<file path="config.mk">
export PLATFORM = sky130hd
export DESIGN_NAME = uart_fifo_mmio
export DESIGN_NICKNAME = d
export VERILOG_FILES = /design/src/rtl/uart_fifo_mmio.sv
export SDC_FILE = /design/constraint.sdc
export NUM_CORES = 1
export LEC_CHECK = 0
export BUFFER_PORTS_ARGS = -buffer_cell sky130_fd_sc_hd__buf_2
export CORE_ASPECT_RATIO = 1.25
export CORE_MARGIN = 5
export CORE_UTILIZATION = 30
export DETAILED_ROUTE_END_ITERATION = 6
export PLACE_DENSITY_LB_ADDON = 0.25
export SLEW_MARGIN = 5
export SYNTH_ARGS = -nofsm -noshare
export SYNTH_HDL_FRONTEND = slang
export SYNTH_SLANG_ARGS = --single-unit
</file>
<file path="constraint.sdc">
create_clock -name clock -period 9.5 [get_ports clock]
set_input_delay 0.475 -clock clock [delete_from_list [all_inputs] [get_ports clock]]
set_output_delay 0.475 -clock clock [all_outputs]
set_load 0.1 [all_outputs]
</file>
<file path="src/rtl/uart_fifo_mmio.sv">
// uart_fifo_mmio: memory-mapped UART with TX/RX FIFOs, optional parity and a level interrupt.
// Register map: 0 DATA, 1 STATUS, 2 DIV, 3 CTRL. Bit period is DIV+1 clocks.
module uart_fifo_mmio #(
    parameter int unsigned DATA_BITS   = 8,
    parameter int unsigned FIFO_DEPTH  = 8,
    parameter int unsigned DIV_WIDTH   = 16,
    parameter int unsigned DEFAULT_DIV = 867
) (
    input  logic        clock,
    input  logic        reset,
    input  logic        we,
    input  logic        re,
    input  logic [1:0]  addr,
    input  logic [31:0] wdata,
    output logic [31:0] rdata,
    input  logic        rx,
    output logic        tx,
    output logic        irq
);
    localparam int unsigned AW = $clog2(FIFO_DEPTH);
    localparam logic [AW:0] PtrOne = 1;
    localparam logic [DIV_WIDTH-1:0] CntOne = 1;
    localparam logic [2:0] LastBit = 3'(DATA_BITS - 1);

    typedef enum logic [2:0] {TxIdle, TxStart, TxData, TxParity, TxStop} tx_state_e;
    typedef enum logic [2:0] {RxIdle, RxStart, RxData, RxParity, RxStop, RxWait} rx_state_e;

    // Bus decode
    logic data_wr, status_wr, div_wr, ctrl_wr, data_rd;
    assign data_wr   = we && (addr == 2'd0);
    assign status_wr = we && (addr == 2'd1);
    assign div_wr    = we && (addr == 2'd2);
    assign ctrl_wr   = we && (addr == 2'd3);
    assign data_rd   = re && (addr == 2'd0);

    logic unused_wdata;
    assign unused_wdata = ^wdata;

    // Configuration and sticky status
    logic [DIV_WIDTH-1:0] div_q;
    logic [5:0]           ctrl_q;
    logic rx_overrun_q, frame_err_q, parity_err_q, tx_overflow_q;

    // TX FIFO
    logic [DATA_BITS-1:0] tx_mem [FIFO_DEPTH];
    logic [AW:0]          tx_wptr_q, tx_rptr_q;
    logic                 tx_empty, tx_full, tx_push, tx_pop;
    logic [DATA_BITS-1:0] tx_head;
    assign tx_empty = (tx_wptr_q == tx_rptr_q);
    assign tx_full  = (tx_wptr_q[AW] != tx_rptr_q[AW]) &&
                      (tx_wptr_q[AW-1:0] == tx_rptr_q[AW-1:0]);
    // A pop in the same cycle frees a slot, so a push into a full FIFO is still accepted
    assign tx_push  = data_wr && (!tx_full || tx_pop);
    assign tx_head  = tx_mem[tx_rptr_q[AW-1:0]];

    // RX FIFO
    logic [DATA_BITS-1:0] rx_mem [FIFO_DEPTH];
    logic [AW:0]          rx_wptr_q, rx_rptr_q;
    logic                 rx_empty, rx_full, rx_push, rx_pop;
    logic [DATA_BITS-1:0] rx_head;
    assign rx_empty = (rx_wptr_q == rx_rptr_q);
    assign rx_full  = (rx_wptr_q[AW] != rx_rptr_q[AW]) &&
                      (rx_wptr_q[AW-1:0] == rx_rptr_q[AW-1:0]);
    assign rx_pop   = data_rd && !rx_empty;
    assign rx_head  = rx_mem[rx_rptr_q[AW-1:0]];

    // TX FSM state
    tx_state_e            tx_state_q, tx_state_d;
    logic [DIV_WIDTH-1:0] tx_cnt_q, tx_cnt_d, tx_div_q, tx_div_d;
    logic [2:0]           tx_bit_q, tx_bit_d;
    logic [DATA_BITS-1:0] tx_shift_q, tx_shift_d;
    logic                 tx_par_en_q, tx_par_en_d, tx_par_q, tx_par_d;

    // RX FSM state
    rx_state_e            rx_state_q, rx_state_d;
    logic [DIV_WIDTH-1:0] rx_cnt_q, rx_cnt_d, rx_div_q, rx_div_d;
    logic [2:0]           rx_bit_q, rx_bit_d;
    logic [DATA_BITS-1:0] rx_shift_q, rx_shift_d;
    logic                 rx_par_en_q, rx_par_en_d, rx_par_odd_q, rx_par_odd_d;
    logic                 rx_bad_q, rx_bad_d;
    logic                 rx_meta_q, rx_sync_q, rx_prev_q;
    logic                 set_overrun, set_frame_err, set_parity_err;

    // First START sample lands (DIV+1)/2 clocks after the synchronised falling edge
    logic [DIV_WIDTH:0]   rx_sum, rx_half;
    logic [DIV_WIDTH-1:0] rx_first;
    assign rx_sum   = {1'b0, div_q} + {{DIV_WIDTH{1'b0}}, 1'b1};
    assign rx_half  = rx_sum >> 1;
    assign rx_first = (rx_half == '0) ? '0 :
                      DIV_WIDTH'(rx_half - {{DIV_WIDTH{1'b0}}, 1'b1});

    // TX next-state: load a new frame from the FIFO in IDLE or straight out of STOP
    always_comb begin
        logic tx_load;
        tx_state_d  = tx_state_q;
        tx_cnt_d    = tx_cnt_q;
        tx_div_d    = tx_div_q;
        tx_bit_d    = tx_bit_q;
        tx_shift_d  = tx_shift_q;
        tx_par_en_d = tx_par_en_q;
        tx_par_d    = tx_par_q;
        tx_pop      = 1'b0;
        tx_load     = 1'b0;
        if (tx_state_q != TxIdle) tx_cnt_d = tx_cnt_q - CntOne;
        unique case (tx_state_q)
            TxIdle: begin
                if (ctrl_q[0] && !tx_empty) tx_load = 1'b1;
            end
            TxStart: begin
                if (tx_cnt_q == '0) begin
                    tx_state_d = TxData;
                    tx_cnt_d   = tx_div_q;
                    tx_bit_d   = 3'd0;
                end
            end
            TxData: begin
                if (tx_cnt_q == '0) begin
                    tx_cnt_d   = tx_div_q;
                    tx_shift_d = tx_shift_q >> 1;
                    tx_bit_d   = tx_bit_q + 3'd1;
                    if (tx_bit_q == LastBit) tx_state_d = tx_par_en_q ? TxParity : TxStop;
                end
            end
            TxParity: begin
                if (tx_cnt_q == '0) begin
                    tx_state_d = TxStop;
                    tx_cnt_d   = tx_div_q;
                end
            end
            TxStop: begin
                if (tx_cnt_q == '0) begin
                    if (ctrl_q[0] && !tx_empty) tx_load = 1'b1;
                    else tx_state_d = TxIdle;
                end
            end
            default: tx_state_d = TxIdle;
        endcase
        // Divisor and parity mode are captured per frame so register writes never act mid-frame
        if (tx_load) begin
            tx_pop      = 1'b1;
            tx_state_d  = TxStart;
            tx_cnt_d    = div_q;
            tx_div_d    = div_q;
            tx_shift_d  = tx_head;
            tx_par_en_d = ctrl_q[2];
            tx_par_d    = (^tx_head) ^ ctrl_q[3];
        end
    end

    // TX line decode from the current state
    always_comb begin
        tx = 1'b1;
        case (tx_state_q)
            TxStart:  tx = 1'b0;
            TxData:   tx = tx_shift_q[0];
            TxParity: tx = tx_par_q;
            default:  tx = 1'b1;
        endcase
    end

    // RX next-state: sample mid-bit, validate parity/stop, push good bytes
    always_comb begin
        rx_state_d     = rx_state_q;
        rx_cnt_d       = rx_cnt_q;
        rx_div_d       = rx_div_q;
        rx_bit_d       = rx_bit_q;
        rx_shift_d     = rx_shift_q;
        rx_par_en_d    = rx_par_en_q;
        rx_par_odd_d   = rx_par_odd_q;
        rx_bad_d       = rx_bad_q;
        rx_push        = 1'b0;
        set_overrun    = 1'b0;
        set_frame_err  = 1'b0;
        set_parity_err = 1'b0;
        if (rx_state_q != RxIdle && rx_state_q != RxWait) rx_cnt_d = rx_cnt_q - CntOne;
        unique case (rx_state_q)
            RxIdle: begin
                if (ctrl_q[1] && rx_prev_q && !rx_sync_q) begin
                    rx_state_d   = RxStart;
                    rx_cnt_d     = rx_first;
                    rx_div_d     = div_q;
                    rx_par_en_d  = ctrl_q[2];
                    rx_par_odd_d = ctrl_q[3];
                end
            end
            RxStart: begin
                if (rx_cnt_q == '0) begin
                    if (rx_sync_q) begin
                        rx_state_d = RxIdle;
                    end else begin
                        rx_state_d = RxData;
                        rx_cnt_d   = rx_div_q;
                        rx_bit_d   = 3'd0;
                        rx_bad_d   = 1'b0;
                    end
                end
            end
            RxData: begin
                if (rx_cnt_q == '0) begin
                    rx_cnt_d   = rx_div_q;
                    rx_shift_d = {rx_sync_q, rx_shift_q[DATA_BITS-1:1]};
                    rx_bit_d   = rx_bit_q + 3'd1;
                    if (rx_bit_q == LastBit) rx_state_d = rx_par_en_q ? RxParity : RxStop;
                end
            end
            RxParity: begin
                if (rx_cnt_q == '0) begin
                    rx_cnt_d   = rx_div_q;
                    rx_state_d = RxStop;
                    if (rx_sync_q != ((^rx_shift_q) ^ rx_par_odd_q)) begin
                        set_parity_err = 1'b1;
                        rx_bad_d       = 1'b1;
                    end
                end
            end
            RxStop: begin
                if (rx_cnt_q == '0) begin
                    if (!rx_sync_q) begin
                        set_frame_err = 1'b1;
                        rx_state_d    = RxWait;
                    end else begin
                        rx_state_d = RxIdle;
                        if (!rx_bad_q) begin
                            if (rx_full && !rx_pop) set_overrun = 1'b1;
                            else rx_push = 1'b1;
                        end
                    end
                end
            end
            RxWait: begin
                if (rx_sync_q) rx_state_d = RxIdle;
            end
            default: rx_state_d = RxIdle;
        endcase
    end

    // FIFO storage (not reset; validity tracked by pointers)
    always_ff @(posedge clock) begin
        if (tx_push) tx_mem[tx_wptr_q[AW-1:0]] <= wdata[DATA_BITS-1:0];
        if (rx_push) rx_mem[rx_wptr_q[AW-1:0]] <= rx_shift_q;
    end

    // Registers, pointers, FSM state and interrupt
    always_ff @(posedge clock) begin
        if (reset) begin
            div_q         <= DIV_WIDTH'(DEFAULT_DIV);
            ctrl_q        <= '0;
            rx_overrun_q  <= 1'b0;
            frame_err_q   <= 1'b0;
            parity_err_q  <= 1'b0;
            tx_overflow_q <= 1'b0;
            tx_wptr_q     <= '0;
            tx_rptr_q     <= '0;
            rx_wptr_q     <= '0;
            rx_rptr_q     <= '0;
            tx_state_q    <= TxIdle;
            tx_cnt_q      <= '0;
            tx_div_q      <= '0;
            tx_bit_q      <= '0;
            tx_shift_q    <= '0;
            tx_par_en_q   <= 1'b0;
            tx_par_q      <= 1'b0;
            rx_state_q    <= RxIdle;
            rx_cnt_q      <= '0;
            rx_div_q      <= '0;
            rx_bit_q      <= '0;
            rx_shift_q    <= '0;
            rx_par_en_q   <= 1'b0;
            rx_par_odd_q  <= 1'b0;
            rx_bad_q      <= 1'b0;
            rx_meta_q     <= 1'b1;
            rx_sync_q     <= 1'b1;
            rx_prev_q     <= 1'b1;
            irq           <= 1'b0;
        end else begin
            if (div_wr)  div_q  <= wdata[DIV_WIDTH-1:0];
            if (ctrl_wr) ctrl_q <= wdata[5:0];
            if (status_wr) begin
                if (wdata[4]) rx_overrun_q  <= 1'b0;
                if (wdata[5]) frame_err_q   <= 1'b0;
                if (wdata[6]) parity_err_q  <= 1'b0;
                if (wdata[7]) tx_overflow_q <= 1'b0;
            end
            // Hardware set wins over a simultaneous clear
            if (set_overrun)    rx_overrun_q  <= 1'b1;
            if (set_frame_err)  frame_err_q   <= 1'b1;
            if (set_parity_err) parity_err_q  <= 1'b1;
            if (data_wr && !tx_push) tx_overflow_q <= 1'b1;
            if (tx_push) tx_wptr_q <= tx_wptr_q + PtrOne;
            if (tx_pop)  tx_rptr_q <= tx_rptr_q + PtrOne;
            if (rx_push) rx_wptr_q <= rx_wptr_q + PtrOne;
            if (rx_pop)  rx_rptr_q <= rx_rptr_q + PtrOne;
            tx_state_q    <= tx_state_d;
            tx_cnt_q      <= tx_cnt_d;
            tx_div_q      <= tx_div_d;
            tx_bit_q      <= tx_bit_d;
            tx_shift_q    <= tx_shift_d;
            tx_par_en_q   <= tx_par_en_d;
            tx_par_q      <= tx_par_d;
            rx_state_q    <= rx_state_d;
            rx_cnt_q      <= rx_cnt_d;
            rx_div_q      <= rx_div_d;
            rx_bit_q      <= rx_bit_d;
            rx_shift_q    <= rx_shift_d;
            rx_par_en_q   <= rx_par_en_d;
            rx_par_odd_q  <= rx_par_odd_d;
            rx_bad_q      <= rx_bad_d;
            rx_meta_q     <= rx;
            rx_sync_q     <= rx_meta_q;
            rx_prev_q     <= rx_sync_q;
            irq           <= (ctrl_q[4] && !rx_empty) ||
                             (ctrl_q[5] && tx_empty && (tx_state_q == TxIdle));
        end
    end

    // Combinational register read mux
    always_comb begin
        rdata = '0;
        case (addr)
            2'd0: if (!rx_empty) rdata[DATA_BITS-1:0] = rx_head;
            2'd1: rdata[7:0] = {tx_overflow_q, parity_err_q, frame_err_q, rx_overrun_q,
                                !rx_empty, rx_full, tx_empty, tx_full};
            2'd2: rdata[DIV_WIDTH-1:0] = div_q;
            default: rdata[5:0] = ctrl_q;
        endcase
    end
endmodule

</file>
==> summary.md, run 1 <==
| Metric | Value |
|---|---|
| Pre-CTS setup slack | `5.483 ns` |
| VDD IR-drop max | `0.1413 mV` |
| Initial Util | `30.12%` |
| Min Clock Period, post-route | `3.967 ns` |
| CTS H-tree depth | `1` |
| Clock Sinks | `277` |
| CTS Buf Count | `30` |
| Clock-pin transition on the worst setup and hold timing paths | `0.06 ns` |
| Number of flops mapped to enable cells by yosys | `128` |
| Leak | `4.903 nW` |
| Top-Level Pins | `73` |
| Cells after Synth | `1,240` |
| Most common cell on crit path | `or3b_2` |
| Ys flop type | `dfxtp_1` |
| First-pass GRT wire length | `51.23 mm` |
| Routed wire length | `31.97 mm` |
| Root buf cell | `clkbuf_16` |
| 1st-iter DRT viols | `542` |
| Core ar. | `42,860 sq um` |
| Crit share post-route | `41.76%` |
| Setup total negative slack | `0 ns` |
| Utilization of the core after routing | `34.02%` |
| CTS tree | `done` |
| Clock buffer depth | `3` |
| CTS resizes | `0` |
| # nets final | `1,296` |
| Antenna Violating Nets Remaining | `0` |
| IO Port Bufs | `40` |
| Die ar. | `47,310 sq um` |
| Power Density | `205.9 nW/um^2` |
| Hpwl dp | `21.65 mm` |
| Gr ovfl total | `0` |
| Flops & latches, synth | `277` |
| Hold buffers post-CTS | `0` |
| Most frequent cells in the layout | `nand2_1 (197), dfxtp_1 (149), edfxtp_1 (128)` |
| Startpoint types | `flop` |
| Ratio of cells with drive above 1 in the final layout | `12.94%` |
| Synth top area cells | `edfxtp_1 (30%), dfxtp_1 (23%), nand2_1 (5.7%)` |
| Pins Over Slew Limit | `0` |
| Post-CTS Setup Inserts | `0` |
| Clock latency on the worst-skew pair | `0.59 ns` |
| RSZ-0062 raised after global routing | `false` |
| Max stage delay on crit path | `0.51 ns` |
| Fmax | `252.1 MHz` |
| Final clock skew | `0.02643 ns` |
| Slew @ Worst Pin | `1.023 ns` |
| DR WL/cell | `17.44 microns` |
| Crit path max fanout | `11` |
| Via/cell ratio | `4.957` |
| Crit end category | `flop` |
| Core Rows | `85` |
| Synth Cell Area | `12,910 sq um` |
| Setup Viol. Count Final | `0` |
| Die width | `195.5 microns` |
| CP Data Required Time | `9.80 ns` |
| Seq/Total Area, Yosys | `52.88%` |
| Final count of hold timing violations | `0` |
| Fin worst setup slack | `5.533 ns` |
| GP Congestion | `0.7754` |
| Post-Syn Area per Cell | `10.41 sq um` |
| Worst min-delay path class | `input pin to flop` |
| Synth Warn # | `0` |
| Post-synthesis async set-or-reset flop share | `0%` |
| Cell taking the most area after synthesis | `edfxtp_1` |
| Synth unique cells | `72` |
| Gr usage total | `13.24%` |
| Rel. slew slack | `31.28%` |
| Via count | `9,087` |
| Cells along the critical path | `inv_1 > ha_1 > or3b_2 > or3b_2 > or3_1 > a21o_1 > a21oi_1 > nand2_1 > nor3_1 > buf_4` |
| Most common cell after layout, fill and taps aside | `nand2_1` |
| DRT Pass-1 Iters | `6` |
| Die height | `241.9 microns` |
| Number of global-route vias before repair | `9,155` |
| Largest net degree at the start of global routing | `83` |
| MaxCap Viol Count | `0` |
| Kind of critical path | `flop to flop` |
| P&R area growth vs syn | `12.94%` |
| Initial antenna violation count | `1` |
| Slowest-stage cell, CP | `nor3_1` |
| Critical path arrival | `4.26 ns` |
| DRC viols | `0` |
| Post-synth top area share | `29.77%` |
| Layout fillers | `4,311` |
| Run status | `completed` |
[synthesized netlist by cell type (all sizes together), types with 4 or more instances]
cell type and number:
a21o 4, nor3b 6, nor4 10, edfxtp 128, and2 13, a2bb2oi 4, o21ai 23, or2 4
nor2b 9, a22oi 9, nand2b 9, o31ai 5, inv 14, dfxtp 149, ha 14, or3 13
and3 6, xor2 22, o211ai 15, buf 29, mux4 32, xnor2 56, nand3b 12, o22ai 7
nor3 26, a221oi 9, a32oi 6, clkbuf 72, mux2 5, nor2 92, nand3 20, a211oi 18
a222oi 5, a21oi 109, nand4 14, nand2 197, or4 6, mux2i 24, a31oi 5, o21a 7
[layer usage]
layer | vias up | GRT usage (%) | part of all wire (%)
li1 | 4484 | - | -
met1 | 4397 | 17.14 | 45
met2 | 154 | 22.83 | 49
met3 | 50 | 1.780 | 3.6
met4 | 2 | 4.355 | 2.5
met5 | - | 0 | 0.041
[power by group]
| part | total, W | internal, W | switching (W) | leakage, nW |
|---|---|---|---|---|
| clock network | 0.00118 | 0.000669 | 0.000513 | 0.487 |
| logic | 0.000495 | 0.000171 | 0.000323 | 2.04 |
| registers | 0.00132 | 0.00128 | 0.0000470 | 2.37 |
[cells by family (layout without fill, tap and decap cells)]
family / count (synthesis) / after routing / synth area share (%)
other cells: 1 / 17 / 0.02905
fa+ha+maj: 14 / 14 / 1.357
mux: 61 / 61 / 7.879
compound gates: 245 / 245 / 12.18
xor+xnor: 79 / 79 / 5.466
simple gates: 448 / 448 / 16.30
buf+inv: 115 / 127 / 3.906
flops: 277 / 277 / 52.88
[layout make-up]
class,count,area [sq um],area share (%)
sequential,277,6827,46.82
multi-input combinational,863,5653,38.77
clock buffer,32,758.2,5.200
tap,565,706.9,4.849
timing repair buffer,57,330.3,2.266
clock inverter,24,250.2,1.716
inverter,14,52.55,0.3604
antenna,1,2.502,0.01716
[sequential cells by signal, summed over array words and instances (netlist names), 6 cells and up, named ones only]
name        count
tx_shift_q      8
rx_div_q       16
div_q          16
rx_cnt_q       16
tx_div_q       16
rx_shift_q      8
rx_mem         64
ctrl_q          6
tx_mem         64
tx_cnt_q       16
[worst paths after layout]
| path | startpoint | endpoint | slack [ns] | cells after the start |
|---|---|---|---|---|
| worst min-delay path | rx | rx_meta_q$_SDFF_PP1_ | 0.09 | 2 |
| worst max-delay path | tx_cnt_q[0]$_SDFF_PP0_ | tx_mem[2][6]$_DFFE_PP_ | 5.53 | 10 |
| worst min register to register | rx_meta_q$_SDFF_PP1_ | rx_sync_q$_SDFF_PP1_ | 0.41 | 1 |
| worst max register to register | tx_cnt_q[0]$_SDFF_PP0_ | tx_mem[2][6]$_DFFE_PP_ | 5.53 | 10 |
[critical path, delay by kind of cell (launching register included)]
kind,cells,cell delay [ns]
simple gates,5,2.15
buf+inv,2,0.34
fa+ha+maj,1,0.15
flops,1,0.33
compound gates,2,0.71
[per-stage QoR]
stage | cell area (sq um) | hold WS [ns] | power, W | instances
after floorplan | 12970 | 0.3895 | 0.001736 | 1255
after global placement | 13570 | 0.3971 | 0.001847 | 1776
after detailed placement | 13570 | 0.4001 | 0.001848 | 1776
after CTS | 14580 | 0.06596 | 0.003044 | 1832
after global routing | 14580 | 0.07937 | 0.003143 | 1832
final | 14580 | 0.09029 | 0.003002 | 1833
No activity file was read; power rests on OpenSTA's default activity.
==> run 2, diff against run 1 <==
--- a/config.mk
+++ b/config.mk
@@ -5,6 +5,7 @@
 export SDC_FILE = /design/constraint.sdc
 export NUM_CORES = 1
 export LEC_CHECK = 0
+export ABC_AREA = 1
 export BUFFER_PORTS_ARGS = -buffer_cell sky130_fd_sc_hd__buf_2
 export CORE_ASPECT_RATIO = 1.25
 export CORE_MARGIN = 5
==> constraint.sdc (replaced) <==
create_clock -name clock -period 3.8 [get_ports clock]
set_input_delay 0.19 -clock clock [delete_from_list [all_inputs] [get_ports clock]]
set_output_delay 0.19 -clock clock [all_outputs]
set_load 0.1 [all_outputs]
==> summary.md, run 2 <==
| Metric | Value |
|---|---|
| Run status | `completed` |
| 1st-iter DRT viols | `727` |
| DRT Pass-1 Iters | `4` |
| Crit end category | `primary output` |
| Via count | `11,280` |
| Final count of hold timing violations | `0` |
| Final hold slack | `0.07810 ns` |
| Top-Level Pins | `73` |
| Power Density | `624.2 nW/um^2` |
| Sw power | `0.003624 W` |
| Post-synthesis async set-or-reset flop share | `0%` |
| Flop2flop setup slack | `0.90 ns` |
| Min Clock Period, post-route | `3.182 ns` |
| Cells after Synth | `1,693` |
| CTS tree | `done` |
| Clock network power share | `29.9%` |
| Flop pwr share | `36.9%` |
| Clock buffer depth | `3` |
| P&R area growth vs syn | `14.29%` |
| CTS Buf Count | `28` |
| # nets final | `1,799` |
| DRC viols | `0` |
| Clock Sinks | `277` |
| Critical path arrival | `2.99 ns` |
| Die ar. | `49,850 sq um` |
| CTS H-tree depth | `1` |
| Kind of critical path | `flop to primary output` |
| Gr ovfl total | `0` |
| Register-to-Register Path Depth | `11` |
| Most frequent cells in the layout | `nand2_1 (386), nor2_1 (198), o21ai_0 (162)` |
| Synth cell count leaders | `nand2_1 (386), nor2_1 (199), o21ai_0 (162), inv_1 (156), dfxtp_1 (149)` |
| Slew @ Worst Pin | `1.017 ns` |
| Synth Warn # | `0` |
| Die height | `248.4 microns` |
| Setup Viol. Count Final | `0` |
| Final clock skew | `0.02335 ns` |
| Power Total | `0.009728 W` |
| Core ar. | `45,070 sq um` |
| Flops & latches, synth | `277` |
| FF-to-FF End | `tx_mem[1][2]$_DFFE_PP_` |
| GP Congestion | `0.8453` |
| Count leader, synth | `nand2_1` |
| ANT cells | `0` |
| IO Port Bufs | `40` |
| Seq/Total Area, Yosys | `50.06%` |
| Antenna Violating Nets Remaining | `0` |
| Number of global-route vias before repair | `11,080` |
| Power Internal | `0.006105 W` |
| Hpwl dp | `26.07 mm` |
| DR WL/cell | `15.60 microns` |
| Startpoint types | `flop` |
| Routed wire length | `36.57 mm` |
| Endpoint, Worst Hold | `rx_rptr_q[3]$_SDFFE_PP0P_` |
| Setup total negative slack | `0 ns` |
| Crit path max fanout | `25` |
| Reg-to-reg startpoint | `tx_cnt_q[5]$_SDFF_PP0_` |
| Clock latency on the worst-skew pair | `0.58 ns` |
| Worst min-delay path class | `input pin to flop` |
| Ys flop type | `dfxtp_1` |
| Initial antenna violation count | `1` |
| First-pass GRT wire length | `58.80 mm` |
| RSZ-0062 raised after global routing | `false` |
| Largest net degree at the start of global routing | `45` |
| VDD IR-drop max | `0.3332 mV` |
| Rel. slew slack | `32.14%` |
| Post-synth top area share | `28.19%` |
| Synth unique cells | `50` |
| Clock-pin transition on the worst setup and hold timing paths | `0.06 ns` |
| Cell taking the most area after synthesis | `edfxtp_1` |
| Combinational fraction of design power | `33.2%` |
| CP Data Required Time | `3.61 ns` |
| Hold Path Origin | `re` |
| Initial Util | `30.26%` |
| Sw Ratio | `37.25%` |
| Most common cell after layout, fill and taps aside | `nand2_1` |
| Hold Path Stages | `4` |
| Crit share post-route | `83.73%` |
| Synth top area cells | `edfxtp_1 (28%), dfxtp_1 (22%), nand2_1 (11%)` |
| MaxCap Viol Count | `0` |
| Number of flops mapped to enable cells by yosys | `128` |
| Die width | `200.7 microns` |
| Leak | `6.424 nW` |
| Fmax | `314.3 MHz` |
| Gr usage total | `14.36%` |
| Root buf cell | `clkbuf_16` |
| Synth Cell Area | `13,640 sq um` |
| CTS resizes | `0` |
| Post-Syn Area per Cell | `8.055 sq um` |
| Via/cell ratio | `4.811` |
| Pins Over Slew Limit | `0` |
| Ratio of cells with drive above 1 in the final layout | `9.394%` |
| Core Rows | `87` |
run 2: cell types whose count changed after synthesis, sizes merged, moves of 13 or more:
cell	change
mux2i	-24
xnor2	-40
clkbuf	-35
and2	-13
nand2	+208
nand3	+90
nor2	+123
or3	-13
mux4	-32
inv	+149
a211oi	-16
o21ai	+143
run 2: stage by stage:
stage / util, % / setup slack (ns) / cells / area [sq um]
after floorplan: - / 1.144 / 1708 / 13690
after global placement: 32.01 / 0.8631 / 2276 / 14430
after detailed placement: 32.01 / 0.8465 / 2276 / 14430
after CTS: 34.58 / 0.5791 / 2345 / 15580
after global routing: 34.58 / 0.4964 / 2345 / 15580
final: 34.58 / 0.6184 / 2345 / 15580
run 2: metal layers:
layer  wire length (microns)  GRT usage [%]
met1                   16020          17.76
met2                   18540          26.51
met3                    1114          1.419
met4                     885          4.496
met5                      13              0
run 2: kinds of logic after synthesis:
family	count (synthesis)	synth area share, %
AO/OA/AOI/OAI	331	13.39
XOR/XNOR	47	3.019
adder cells (fa/ha/maj)	14	1.285
buffers and inverters	239	7.294
flip-flops	277	50.06
other	1	0.02750
AND/OR/NAND/NOR	784	24.93
run 2: area by class of cell:
cell class	count	area, sq um
Clock buffer	39	792.0
Clock inverter	12	185.2
Tap cell	578	723.2
Inverter	164	615.6
Multi-Input combinational cell	1192	5874
Timing Repair Buffer	83	568.0
Fill cell	4724	29480
Sequential cell	277	6827
run 2: worst max-delay path by stage:
| stage | endpoint | slack (ns) | cells after the start |
|---|---|---|---|
| final | rdata[6] | 0.62 | 7 |
| after global routing | rdata[6] | 0.50 | 7 |
| after CTS | rdata[6] | 0.58 | 7 |
| after detailed placement | tx_mem[1][3]$_DFFE_PP_ | 0.85 | 11 |
| after global placement | tx_mem[1][3]$_DFFE_PP_ | 0.86 | 11 |
| after floorplan | rdata[5] | 1.14 | 2 |
run 2: power groups by stage:
stage	Combinational [W]	Sequential [W]	Clock [W]
2_1_floorplan	0.00250	0.00358	0
3_3_place_gp	0.00318	0.00365	0
3_5_place_dp	0.00320	0.00365	0
4_1_cts	0.00323	0.00359	0.00299
5_1_grt	0.00366	0.00363	0.00310
6_report	0.00323	0.00359	0.00291
run 2: worst max-delay path, stage by stage, from the launching register on:
cell and delay, ns:
dfxtp_1 0.31, inv_1 0.57, buf_4 0.27, o21ai_0 0.08
o221ai_1 0.26, nand3_1 0.20, o211ai_1 0.22, buf_2 0.50
run 2: repair_timing:
item,in CTS,in global routing
hold buffers,18,0
setup buffers,0,0
endpoints found under the hold margin,74,0
==> run 3, diff against run 2 <==
==> constraint.sdc (replaced) <==
create_clock -name clock -period 3.2 [get_ports clock]
set_input_delay 0.16 -clock clock [delete_from_list [all_inputs] [get_ports clock]]
set_output_delay 0.16 -clock clock [all_outputs]
set_load 0.1 [all_outputs]
==> summary.md, run 3 (same netlist as run 2, synthesis figures left out) <==
| Metric | Value |
|---|---|
| Run status | `completed` |
| Final clock skew | `0.01330 ns` |
| CTS tree | `done` |
| Core Rows | `87` |
| VDD IR-drop max | `0.2815 mV` |
| CTS H-tree depth | `1` |
| Crit path max fanout | `15` |
| Clock-pin transition on the worst setup and hold timing paths | `0.06 ns` |
| Root buf cell | `clkbuf_16` |
| Non-filler cells, final | `2,361` |
| Power Internal | `0.007377 W` |
| DR WL/cell | `15.59 microns` |
| Initial Util | `30.26%` |
| Setup total negative slack | `0 ns` |
| RSZ-0062 raised after global routing | `false` |
| Post-CTS Setup Inserts | `0` |
| Startpoint types | `flop` |
| Combinational fraction of design power | `33.4%` |
| Worst min-delay path class | `input pin to flop` |
| Dpl cell area | `14,530 sq um` |
| First-pass GRT wire length | `58.91 mm` |
| GP Congestion | `0.8603` |
| Pins Over Slew Limit | `0` |
| Fmax | `354.1 MHz` |
| Slowest-stage cell, CP | `buf_2` |
| Crit end category | `primary output` |
| Hpwl dp | `26.26 mm` |
| P&R area growth vs syn | `15.18%` |
| Most common cell on crit path | `nand2_1` |
| Initial antenna violation count | `2` |
| IO Port Bufs | `40` |
| Final hold slack | `0.05741 ns` |
| Most frequent cells in the layout | `nand2_1 (386), nor2_1 (198), o21ai_0 (162)` |
| Most common cell after layout, fill and taps aside | `nand2_1` |
| Sw power | `0.004308 W` |
| Routed wire length | `36.81 mm` |
| Min Clock Period, post-route | `2.824 ns` |
| Kind of critical path | `flop to primary output` |
| Via count | `11,250` |
| Clock Sinks | `277` |
| DRT Pass-1 Iters | `5` |
| Via/cell ratio | `4.767` |
| MaxCap Viol Count | `0` |
| Sw Ratio | `36.87%` |
| Pre-CTS setup slack | `0.6014 ns` |
| Flop2flop setup slack | `0.61 ns` |
| Power Density | `744.0 nW/um^2` |
| Ratio of cells with drive above 1 in the final layout | `10.04%` |
| Setup Viol. Count Final | `0` |
| # nets final | `1,813` |
| Clock buffer depth | `3` |
| Max stage delay on crit path | `0.46 ns` |
| Gr ovfl total | `0` |
| Die width | `200.7 microns` |
| Clock latency on the worst-skew pair | `0.56 ns` |
| Cells after DPL | `2,290` |
| Core ar. | `45,070 sq um` |
| Rel. slew slack | `47.44%` |
| Critical path arrival | `2.66 ns` |
| Die ar. | `49,850 sq um` |
| CTS Buf Count | `28` |
| Leak | `6.503 nW` |
| Slew @ Worst Pin | `0.7872 ns` |
| Number of global-route vias before repair | `10,980` |
| CP Data Required Time | `3.04 ns` |
| Antenna Violating Nets Remaining | `0` |
| Gr usage total | `14.44%` |
| Final Cell Area | `15,710 sq um` |
| Die height | `248.4 microns` |
| Clock network power share | `30.2%` |
| Top-Level Pins | `73` |
| Cells along the critical path | `inv_1 > o21ai_0 > o22ai_1 > nand2_1 > a21oi_1 > a221oi_1 > nand2_1 > buf_2` |
| Flop pwr share | `36.4%` |
| 1st-iter DRT viols | `732` |
| DRC viols | `0` |
| Final count of hold timing violations | `0` |
| Fin worst setup slack | `0.3760 ns` |
| Crit share post-route | `88.25%` |
| Largest net degree at the start of global routing | `47` |
==> run 3: area by class of cell <==
cell class / instances / area (sq um)
fill: 4715 / 29360
sequential: 277 / 6827
multi-input combinational: 1192 / 5874
clock buffer: 35 / 747.0
tap: 578 / 723.2
timing repair buffer: 97 / 673.1
inverter: 164 / 615.6
clock inverter: 17 / 244.0
antenna: 1 / 2.502
==> run 3: routing by layer <==
metal	up-vias	routed length, microns	share of wire [%]	global-route usage, %
li1	5748	-	-	-
met1	5282	16420	45	17.93
met2	166	18520	50	26.53
met3	56	1052	2.9	1.654
met4	2	799	2.2	4.273
met5	-	13	0.035	0
==> run 3: critical path: cells and delay by family, from the launching register on <==
family,cells,cell delay (ns)
flops,1,0.31
simple gates,2,0.32
buf+inv,2,0.84
compound gates,4,0.62
==> run 3: power by group through the flow <==
stage / clock network, W / registers [W] / logic [W]
after detailed placement: 0 / 0.00432 / 0.00387
after floorplan: 0 / 0.00425 / 0.00297
final: 0.00353 / 0.00425 / 0.00391
after global routing: 0.00376 / 0.00428 / 0.00443
after global placement: 0 / 0.00432 / 0.00385
after CTS: 0.00362 / 0.00425 / 0.00391
==> run 3: metrics by stage <==
stage | util [%] | total power, W
floorplan | - | 0.007225
global placement | 32.25 | 0.008172
detailed placement | 32.25 | 0.008192
CTS | 34.85 | 0.01178
global route | 34.85 | 0.01247
finish | 34.85 | 0.01169
==> run 3: path summary, 6_finish.rpt <==
kind	start	to	cells past startpoint
setup / recovery	flop	rdata[0]	8
hold / removal	re	rx_rptr_q[3]$_SDFFE_PP0P_	4
setup reg to reg	rx_cnt_q[0]$_SDFF_PP0_	rx_mem[7][6]$_DFFE_PP_	11
hold reg to reg	rx_meta_q$_SDFF_PP1_	rx_sync_q$_SDFF_PP1_	1
==> run 3: what timing repair did <==
item                                    4_1_cts  5_1_grt
endpoints found under the setup margin        0        0
hold buffers                                 18        0
gates resized for setup                       0        0
endpoints found under the hold margin        78        0
